<file path="config.mk">
export PLATFORM = sky130hd
export DESIGN_NAME = pc_packet_packer
export DESIGN_NICKNAME = d
export VERILOG_FILES = /design/src/rtl/pc_packet_packer.sv
export SDC_FILE = /design/constraint.sdc
export NUM_CORES = 1
export LEC_CHECK = 0
export CELL_PAD_IN_SITES_DETAIL_PLACEMENT = 0
export CELL_PAD_IN_SITES_GLOBAL_PLACEMENT = 1
export CORE_UTILIZATION = 46
export DETAILED_ROUTE_END_ITERATION = 10
export GPL_TIMING_DRIVEN = 0
export HOLD_SLACK_MARGIN = 0.02
export PLACE_DENSITY = 0.86
export SETUP_SLACK_MARGIN = 0.05
export SYNTH_ARGS = -nofsm -noshare
export SYNTH_HDL_FRONTEND = slang
export SYNTH_SLANG_ARGS = --single-unit
</file>
<file path="constraint.sdc">
create_clock -name clk -period 3.5 [get_ports clk]
set_input_delay 0.525 -clock clk [delete_from_list [all_inputs] [get_ports clk]]
set_output_delay 0.525 -clock clk [all_outputs]
set_load 0.1 [all_outputs]
</file>
<file path="src/rtl/pc_packet_packer.sv">
// Buffers 88-bit telemetry packets and frames each as 16-bit words (sync, seq header, payload).
// Optional trailing XOR checksum word when PC_PACKER_CHECKSUM_EN is defined.
module pc_packet_packer #(
  parameter logic [15:0] SYNC_WORD  = 16'hA55A,
  parameter int          FIFO_DEPTH = 2
) (
  input  logic        clk,
  input  logic        rst,
  input  logic [87:0] packet,
  input  logic        packet_valid,
  output logic [15:0] word_data,
  output logic [1:0]  word_be,
  output logic        word_valid,
  input  logic        word_ready,
  output logic        word_last,
  output logic [15:0] drop_count,
  output logic        busy,
  output logic [1:0]  dbg_state
);

  localparam int PW = $clog2(FIFO_DEPTH);
  localparam int CW = PW + 1;
`ifdef PC_PACKER_CHECKSUM_EN
  localparam logic [3:0] LAST_IDX = 4'd8;
`else
  localparam logic [3:0] LAST_IDX = 4'd7;
`endif

  typedef enum logic [1:0] {
    S_IDLE = 2'd0,
    S_HDR  = 2'd1,
`ifdef PC_PACKER_CHECKSUM_EN
    S_DATA  = 2'd2,
    S_CKSUM = 2'd3
`else
    S_DATA = 2'd2
`endif
  } state_t;

  // Word handshake: a word transfers on any cycle where word_valid & word_ready are both high;
  // word_data/word_be/word_last only change after such a transfer (or when a new frame starts).

  state_t        state_q, state_d;
  logic [3:0]    idx_q, idx_d;
  logic [87:0]   fifo_q [FIFO_DEPTH];
  logic [87:0]   fifo_d [FIFO_DEPTH];
  logic [PW-1:0] wr_ptr_q, wr_ptr_d, rd_ptr_q, rd_ptr_d;
  logic [CW-1:0] count_q, count_d;
  logic [7:0]    seq_q, seq_d;
  logic [15:0]   word_data_q, word_data_d, drop_count_q, drop_count_d;
  logic [1:0]    word_be_q, word_be_d;
  logic          word_valid_q, word_valid_d, word_last_q, word_last_d, busy_q, busy_d;
  logic          accept, pop, push, full, load;
  logic [87:0]   head;

  function automatic logic [15:0] frame_word(input logic [3:0] idx, input logic [87:0] pkt,
                                             input logic [7:0] seq);
    case (idx)
      4'd0:    frame_word = SYNC_WORD;
      4'd1:    frame_word = {seq, 8'h0B};
      4'd2:    frame_word = pkt[87:72];
      4'd3:    frame_word = pkt[71:56];
      4'd4:    frame_word = pkt[55:40];
      4'd5:    frame_word = pkt[39:24];
      4'd6:    frame_word = pkt[23:8];
      4'd7:    frame_word = {pkt[7:0], 8'h00};
      default: frame_word = SYNC_WORD ^ {seq, 8'h0B} ^ pkt[87:72] ^ pkt[71:56] ^ pkt[55:40]
                            ^ pkt[39:24] ^ pkt[23:8] ^ {pkt[7:0], 8'h00};
    endcase
  endfunction

  assign accept = word_valid_q & word_ready;
  assign pop    = accept & word_last_q;
  assign full   = (count_q == CW'(FIFO_DEPTH));
  assign push   = packet_valid & ~full;

  always_ff @(posedge clk) begin
    if (rst) begin
      state_q      <= S_IDLE;
      idx_q        <= 4'd0;
      wr_ptr_q     <= '0;
      rd_ptr_q     <= '0;
      count_q      <= '0;
      seq_q        <= 8'd0;
      word_data_q  <= 16'd0;
      word_be_q    <= 2'b00;
      word_valid_q <= 1'b0;
      word_last_q  <= 1'b0;
      drop_count_q <= 16'd0;
      busy_q       <= 1'b0;
    end else begin
      state_q      <= state_d;
      idx_q        <= idx_d;
      wr_ptr_q     <= wr_ptr_d;
      rd_ptr_q     <= rd_ptr_d;
      count_q      <= count_d;
      seq_q        <= seq_d;
      word_data_q  <= word_data_d;
      word_be_q    <= word_be_d;
      word_valid_q <= word_valid_d;
      word_last_q  <= word_last_d;
      drop_count_q <= drop_count_d;
      busy_q       <= busy_d;
    end
    fifo_q <= fifo_d;
  end

  // Next-state logic; a frame end chains straight into HDR only if a second entry is already stored.
  always_comb begin
    state_d = state_q;
    idx_d   = idx_q;
    load    = 1'b0;
    case (state_q)
      S_IDLE: if (count_q != '0) begin
        state_d = S_HDR;
        idx_d   = 4'd0;
        load    = 1'b1;
      end
      S_HDR: if (accept) begin
        load    = 1'b1;
        state_d = (idx_q == 4'd1) ? S_DATA : S_HDR;
        idx_d   = idx_q + 4'd1;
      end
      S_DATA: if (accept) begin
        load  = 1'b1;
        idx_d = idx_q + 4'd1;
        if (idx_q == 4'd7) begin
`ifdef PC_PACKER_CHECKSUM_EN
          state_d = S_CKSUM;
`else
          state_d = (count_q > CW'(1)) ? S_HDR : S_IDLE;
          idx_d   = 4'd0;
`endif
        end
      end
`ifdef PC_PACKER_CHECKSUM_EN
      S_CKSUM: if (accept) begin
        load    = 1'b1;
        state_d = (count_q > CW'(1)) ? S_HDR : S_IDLE;
        idx_d   = 4'd0;
      end
`endif
      default: begin
        state_d = S_IDLE;
        idx_d   = 4'd0;
      end
    endcase
  end

  always_comb begin
    fifo_d = fifo_q;
    if (push) fifo_d[wr_ptr_q] = packet;
    wr_ptr_d     = wr_ptr_q + PW'(push);
    rd_ptr_d     = rd_ptr_q + PW'(pop);
    count_d      = count_q + CW'(push) - CW'(pop);
    seq_d        = seq_q + 8'(pop);
    drop_count_d = drop_count_q;
    if (packet_valid && full && drop_count_q != 16'hFFFF) drop_count_d = drop_count_q + 16'd1;
    head         = fifo_q[rd_ptr_d];
    word_data_d  = word_data_q;
    word_be_d    = word_be_q;
    word_valid_d = word_valid_q;
    word_last_d  = word_last_q;
    if (load) begin
      word_valid_d = (state_d != S_IDLE);
      word_data_d  = word_valid_d ? frame_word(idx_d, head, seq_d) : 16'd0;
      word_be_d    = !word_valid_d ? 2'b00 : (idx_d == 4'd7) ? 2'b10 : 2'b11;
      word_last_d  = word_valid_d && (idx_d == LAST_IDX);
    end
    busy_d = (state_d != S_IDLE) || (count_d != '0);
  end

  assign word_data  = word_data_q;
  assign word_be    = word_be_q;
  assign word_valid = word_valid_q;
  assign word_last  = word_last_q;
  assign drop_count = drop_count_q;
  assign busy       = busy_q;
  assign dbg_state  = state_q;

endmodule

</file>
==> results.ini, run 1 <==
[critical_path]
startpoint_type = register
rr_endpoint = word_data[15]
critPathKind = register to register
r2r_slack_ps = 190
setup.worst_path.end_class = register
worstPathArrival_ps = 3770
r2r-start = dbg_state[0]
reg2reg_depth = 10
crit_fanout = 10
crit_required_ps = 3960

[sta]
max_freq_mhz = 302
slew_headroom_pct = 33.6
timing.final.crit_share_pct = 94.5
slew_viol_final = 0
rsz0062_at_grt = no
setup_viol = 0
fin_crit_ps = 3310
finClkSkew_ps = 15.2
hold_viol = 0
tightest_slew_ps = 992
whs_ps = 450

[layout]
area_growth_pct = 24.7
antenna_cells = 0
finalNetCount = 1141
final_cell_mix = edfxtp_1 (176), clkdlybuf4s50_1 (130), xnor2_1 (94)
layout_commonest_cell = edfxtp_1
drive_above_1_share_pct = 10.4
multi_input_area_um2 = 4360
fill_cells = 1858
register_area_um2 = 6370

[synth]
synth_top_area_share_pct = 48.5
synth_cell_type_count = 70
ys_ff_latch = 230
synth_top_area_cell = edfxtp_1
syn_nets = 978
synthesis.area_um2 = 10900
ys_warn_count = 0
synth_area_leaders = edfxtp_1 (48%), dfxtp_1 (9.9%), xnor2_1 (7.5%)
avgSynthCellArea_um2 = 12.5
synth_flop_cell = edfxtp_1
async_flop_share_pct = 0
seq_area_frac_synth_pct = 58.4
synth-edff-count = 176
syn_inst = 873

[drt]
wl_met2_um = 13300
drc = 0
dr.pass1.iters = 5
wl_per_cell_um = 20.1
num_vias = 7515
ant_nets = 0
drt_iter0_markers = 623
wl_um = 27500
highest-signal-layer = met4
wl_met1_um = 11400
post_drt_via_cell_ratio = 5.49
dr_wl_met3_um = 1930

[power_and_ir_drop]
pwr-share-clk_pct = 38.2
p_int_mw = 5.36
p_seq_share_pct = 45.2
ir_drop_mv = 0.539
power_mw = 7.31
pwr_density_cell_nw_per_um2 = 538
p_switching_mw = 1.95
leakagePower_nw = 4.59
combPwrFrac_pct = 16.5
swShare_pct = 26.7

[floorplanning]
start_util_pct = 47.6
pin_count = 131
die_area_um2 = 24300
die_h_um = 156
fp.dieW_um = 156
rows = 55
coreArea_um2 = 22900

[flow_run]
maxCapViolCount = 0

[cts]
clk_pin_slew_worst_paths_ps = 60
cts_hold_buf = 0
cts_sinks = 230
root_buffer = clkbuf_16
cts_inserted_buffers = 26
cts_tree = built
h-tree-depth = 1
cts_buffer_depth = 3
worstSkewPairLatency_ps = 530

[status]
status = complete, no violations

[hold_path]
hold_path.class = register to register
min_to = word_be[0]
hold_depth = 2
worstHoldStart = word_be[0]

[grt]
grt_antenna_before_repair = 1
grt_pass1_vias = 7575
grt_pass1_wl_um = 41800
grt_util_all_layers_pct = 22.8
grt_max_degree = 63
grt_overflow_total = 0

[place]
numPortBuffers = 130
gp_congestion = 0.873
hpwl_um = 19100

-- cell type report --
| type | count | share of cell area, % |
|---|---|---|
| tap | 313 | 2.88 |
| buffer | 35 | 1.29 |
| multi-input combinational | 599 | 32.1 |
| inverter | 9 | 0.248 |
| clock inverter | 16 | 1.24 |
| sequential | 230 | 46.8 |
| clock buffer | 32 | 5.33 |
| timing repair buffer | 135 | 10.1 |
-- worst max-delay path by stage --
stage	startpoint	end	slack (ps)	cells after the start
6_report	dbg_state[0]	word_data[15]	190	10
3_5_place_dp	word_ready	word_data[8]	-440	8
4_1_cts	dbg_state[0]	word_data[9]	100	10
2_1_floorplan	dbg_state[0]	word_data[15]	190	10
3_3_place_gp	packet_valid	fifo_q[146]	-1510	4
5_1_grt	dbg_state[0]	word_data[15]	50	10
-- logic make-up after synthesis --
logic type / synth area share [%]
buffers and inverters: 1.88
AND/OR/NAND/NOR: 10.0
flip-flops: 58.4
AO/OA/AOI/OAI: 8.10
multiplexers: 7.77
adder cells (fa/ha/maj): 1.49
XOR/XNOR: 12.4
-- layer usage --
metal | vias up | GRT usage (%)
met2 | 288 | 38.3
met3 | 59 | 3.97
li1 | 3523 | -
met4 | 0 | 7.61
met5 | - | 0
met1 | 3645 | 29.9
-- synth_stat cells, drive strengths merged (6+ instances only) --
master and count:
edfxtp 176, xnor2 94, nand2 93, nor2 64
xor2 59, dfxtp 54, mux2i 43, a21oi 42
o21ai 35, buf 22, nand3 22, mux4 17
clkbuf 13, ha 13, a22oi 12, nor3 11
o22ai 10, inv 9, a31oi 6, and3 6
nand4 6
-- what timing repair did --
| item | 4_1_cts | 5_1_grt |
|---|---|---|
| pin swaps | 0 | 0 |
| cloned | 0 | 0 |
| setup buffers | 3 | 0 |
| setup endpoints to repair | 12 | 5 |
| resized for setup | 1 | 4 |
| endpoints found under the hold margin | 0 | 0 |
-- state kept, by name (all words and copies together) (netlist names) --
| signal | cells |
|---|---|
| busy | 1 |
| count_q | 2 |
| dbg_state | 2 |
| drop_count | 16 |
| fifo_q | 176 |
| idx_q | 4 |
| rd_ptr_q | 1 |
| seq_q | 8 |
| word_be | 2 |
| word_data | 16 |
| word_last | 1 |
| wr_ptr_q | 1 |
-- critical path, cell delays in order (launching register included) --
cell and delay (ps):
dfxtp_1 370, inv_1 100, ha_1 200, or3b_1 340, buf_2 170, a31oi_1 130
o21ai_0 210, a211oi_2 680, clkbuf_1 650, o21ai_0 210, a2bb2oi_1 170
-- metrics by stage --
stage	setup TNS [ps]	util [%]	instances	setup WS, ps	cell area, µm²
global route	0	59.4	1369	50.1	13600
detailed placement	-4720	55.3	1318	-435	12700
CTS	0	59.4	1369	96.6	13600
finish	0	59.4	1369	191	13600
floorplan	0	-	873	195	10900
global placement	-269950	55.0	1316	-1510	12600
-- power groups by stage --
stage          Sequential [mW]  Clock (mW)  Combinational [mW]
6_report                  3.31        2.80                1.21
2_1_floorplan             3.55           0               0.631
5_1_grt                   3.33        2.94                1.30
3_3_place_gp              3.38           0                1.17
3_5_place_dp              3.36           0                1.21
4_1_cts                   3.31        2.82                1.21
(Power assumes the default switching activity.)
==> run 2: changes to the inputs <==
Settings changed: CORE_UTILIZATION 46 to 30, PLACE_DENSITY 0.86 to 0.62.
==> run 2 against run 1 <==
Worst hold slack improved by 3.0 ps. Register-to-register slack improved by 110 ps. Global-route usage fell by 6.1 points. Fmax rose by 3.4%. Routed wire length rose by 11%. Combinational power barely moved. Utilization fell by 21 points. The run now ends with design-rule violations left. Setup slack improved by 110 ps. Highest routed layer unchanged. Largest cell class unchanged. Critical path type unchanged. Sequential power barely moved.
==> results.ini, run 2 (synthesis results as in run 1) <==
[status]
status = complete, but fails checks  ; was complete, no violations
failed_checks = design-rule violations

[drt]
post_drt_via_cell_ratio = 4.87  ; was 5.49
wl_per_cell_um = 20.1  ; about the same
wl_met2_um = 14500  ; was 13300 µm
ant_nets = 0  ; unchanged
drt_iter0_markers = 461  ; was 623
wl_um = 30500  ; was 27500 µm
drc = 18  ; was 0
dr.pass1.iters = 8  ; was 5
dr_wl_met3_um = 1590  ; was 1930 µm
num_vias = 7400  ; was 7515
wl_met1_um = 13500  ; was 11400 µm
highest-signal-layer = met4  ; unchanged

[floorplanning]
pin_count = 131  ; unchanged
die_h_um = 193  ; was 156 µm
die_area_um2 = 37100  ; was 24300 µm²
coreArea_um2 = 35700  ; was 22900 µm²
start_util_pct = 30.6  ; was 47.6%
rows = 69  ; was 55
fp.dieW_um = 193  ; was 156 µm

[flow_run]
maxCapViolCount = 0  ; unchanged

[power_and_ir_drop]
pwr_density_cell_nw_per_um2 = 534  ; was 538 nW/µm²
swShare_pct = 27.2  ; was 26.7%
ir_drop_mv = 0.334  ; was 0.539 mV
p_seq_share_pct = 44.8  ; was 45.2%
p_int_mw = 5.38  ; was 5.36 mW
pwr-share-clk_pct = 38.7  ; was 38.2%
p_switching_mw = 2.00  ; was 1.95 mW
combPwrFrac_pct = 16.6  ; was 16.5%
leakagePower_nw = 4.59  ; about the same

[layout]
layout_commonest_cell = edfxtp_1  ; unchanged
drive_above_1_share_pct = 10.1  ; was 10.4%
stdcell_count = 1519  ; was 1369
antenna_cells = 0  ; unchanged
regMostFlops = fifo_q  ; unchanged
finalNetCount = 1142  ; was 1141
area_growth_pct = 26.7  ; was 24.7%
final_cell_mix = edfxtp_1 (176), clkdlybuf4s50_1 (130), xnor2_1 (94)  ; unchanged
largest_reg_flops = 176  ; unchanged

[critical_path]
startpoint_type = register  ; unchanged
worstPathArrival_ps = 3680  ; was 3770 ps
max_stage_delay_ps = 980  ; was 680 ps
crit_required_ps = 3980  ; was 3960 ps
worstPathCellList = inv_1 > ha_1 > o21ai_0 > a21oi_1 > nor2_1 > clkbuf_1 > a22oi_1 > a21oi_1  ; was inv_1 > ha_1 > or3b_1 > buf_2 > a31oi_1 > o21ai_0 > a211oi_2 > clkbuf_1 > o21ai_0 > a2bb2oi_1
path_common_cell = a21oi_1  ; was o21ai_0
critPathKind = register to register  ; unchanged
setup.worst_path.end_class = register  ; unchanged
slowest_stage = nor2_1  ; was a211oi_2
crit_fanout = 10  ; unchanged

[sta]
finalWorstSetupSlack_ps = 302  ; was 191 ps
setup_tns_ps = 0  ; unchanged
setup_viol = 0  ; unchanged
whs_ps = 453  ; was 450 ps
fin_crit_ps = 3200  ; was 3310 ps
slew_headroom_pct = 15.2  ; was 33.6%
max_freq_mhz = 313  ; was 302 MHz
rsz0062_at_grt = no  ; unchanged
finClkSkew_ps = 15.3  ; was 15.2 ps
timing.final.crit_share_pct = 91.4  ; was 94.5%
slew_viol_final = 0  ; unchanged
hold_viol = 0  ; unchanged
tightest_slew_ps = 1270  ; was 992 ps

[cts]
cts_buffer_depth = 3  ; unchanged
cts_tree = built  ; unchanged
h-tree-depth = 1  ; unchanged
worstSkewPairLatency_ps = 560  ; was 530 ps
clk_pin_slew_worst_paths_ps = 60  ; about the same
cts_sinks = 230  ; unchanged
cts_inserted_buffers = 27  ; was 26
root_buffer = clkbuf_16  ; unchanged

[grt]
grt_pass1_wl_um = 45700  ; was 41800 µm
grt_overflow_total = 0  ; unchanged
grt_util_all_layers_pct = 16.7  ; was 22.8%
grt_pass1_vias = 7564  ; was 7575
grt_max_degree = 57  ; was 63
grt_antenna_before_repair = 0  ; was 1

[place]
dp.cells = 1466  ; was 1318
hpwl_um = 21400  ; was 19100 µm
dp_slack_ps = -698  ; was -435 ps
numPortBuffers = 130  ; unchanged
gp_congestion = 0.803  ; was 0.873

[hold_path]
hold_path.class = register to register  ; unchanged

[run 2: worst paths after layout]
check,start,to,slack (ps),depth (start not counted)
worst min-delay path,word_be[0],word_be[0],450,2
worst min register to register,word_be[0],word_be[0],450,2
worst max-delay path,dbg_state[0],word_data[5],300,8
worst max register to register,dbg_state[0],word_data[5],300,8
[run 2: critical path: cells and delay by family, from the launching register on]
| kind | cells | cell delay [ps] |
|---|---|---|
| fa+ha+maj | 1 | 250 |
| compound gates | 4 | 690 |
| flops | 1 | 440 |
| buf+inv | 2 | 770 |
| simple gates | 1 | 980 |
[run 2: routing by layer]
metal	vias up	global-route usage (%)
met5	-	0
met1	3601	21.9
met2	216	28.1
met4	0	5.27
li1	3532	-
met3	51	2.40
[run 2: what timing repair did]
action,CTS,global route
gates resized for setup,2,5
endpoints found under the setup margin,13,14
pin swaps,0,1
setup buffers,3,0
hold buffers,0,0
[run 2: layout make-up]
cell class | count | area, µm²
Timing Repair Buffer | 135 | 1390
Sequential cell | 230 | 6370
Fill cell | 3445 | 21800
Inverter | 9 | 33.8
Multi-Input combinational cell | 599 | 4380
Clock buffer | 32 | 694
Tap cell | 461 | 577
Clock inverter | 18 | 203
Buffer | 35 | 179
[run 2: per-stage QoR]
step | instance area, µm² | power, mW | utilization (%)
2_1_floorplan | 10900 | 4.18 | -
3_3_place_gp | 12800 | 4.59 | 35.9
3_5_place_dp | 12900 | 4.59 | 36.1
4_1_cts | 13800 | 7.46 | 38.7
5_1_grt | 13800 | 7.67 | 38.8
6_report | 13800 | 7.38 | 38.8
[run 2: power by group through the flow]
stage          sequential [mW]  clock (mW)  combinational, mW
6_report                  3.31        2.85               1.22
5_1_grt                   3.33        3.03               1.32
4_1_cts                   3.31        2.92               1.23
3_5_place_dp              3.37           0               1.23
3_3_place_gp              3.39           0               1.20
2_1_floorplan             3.55           0              0.631
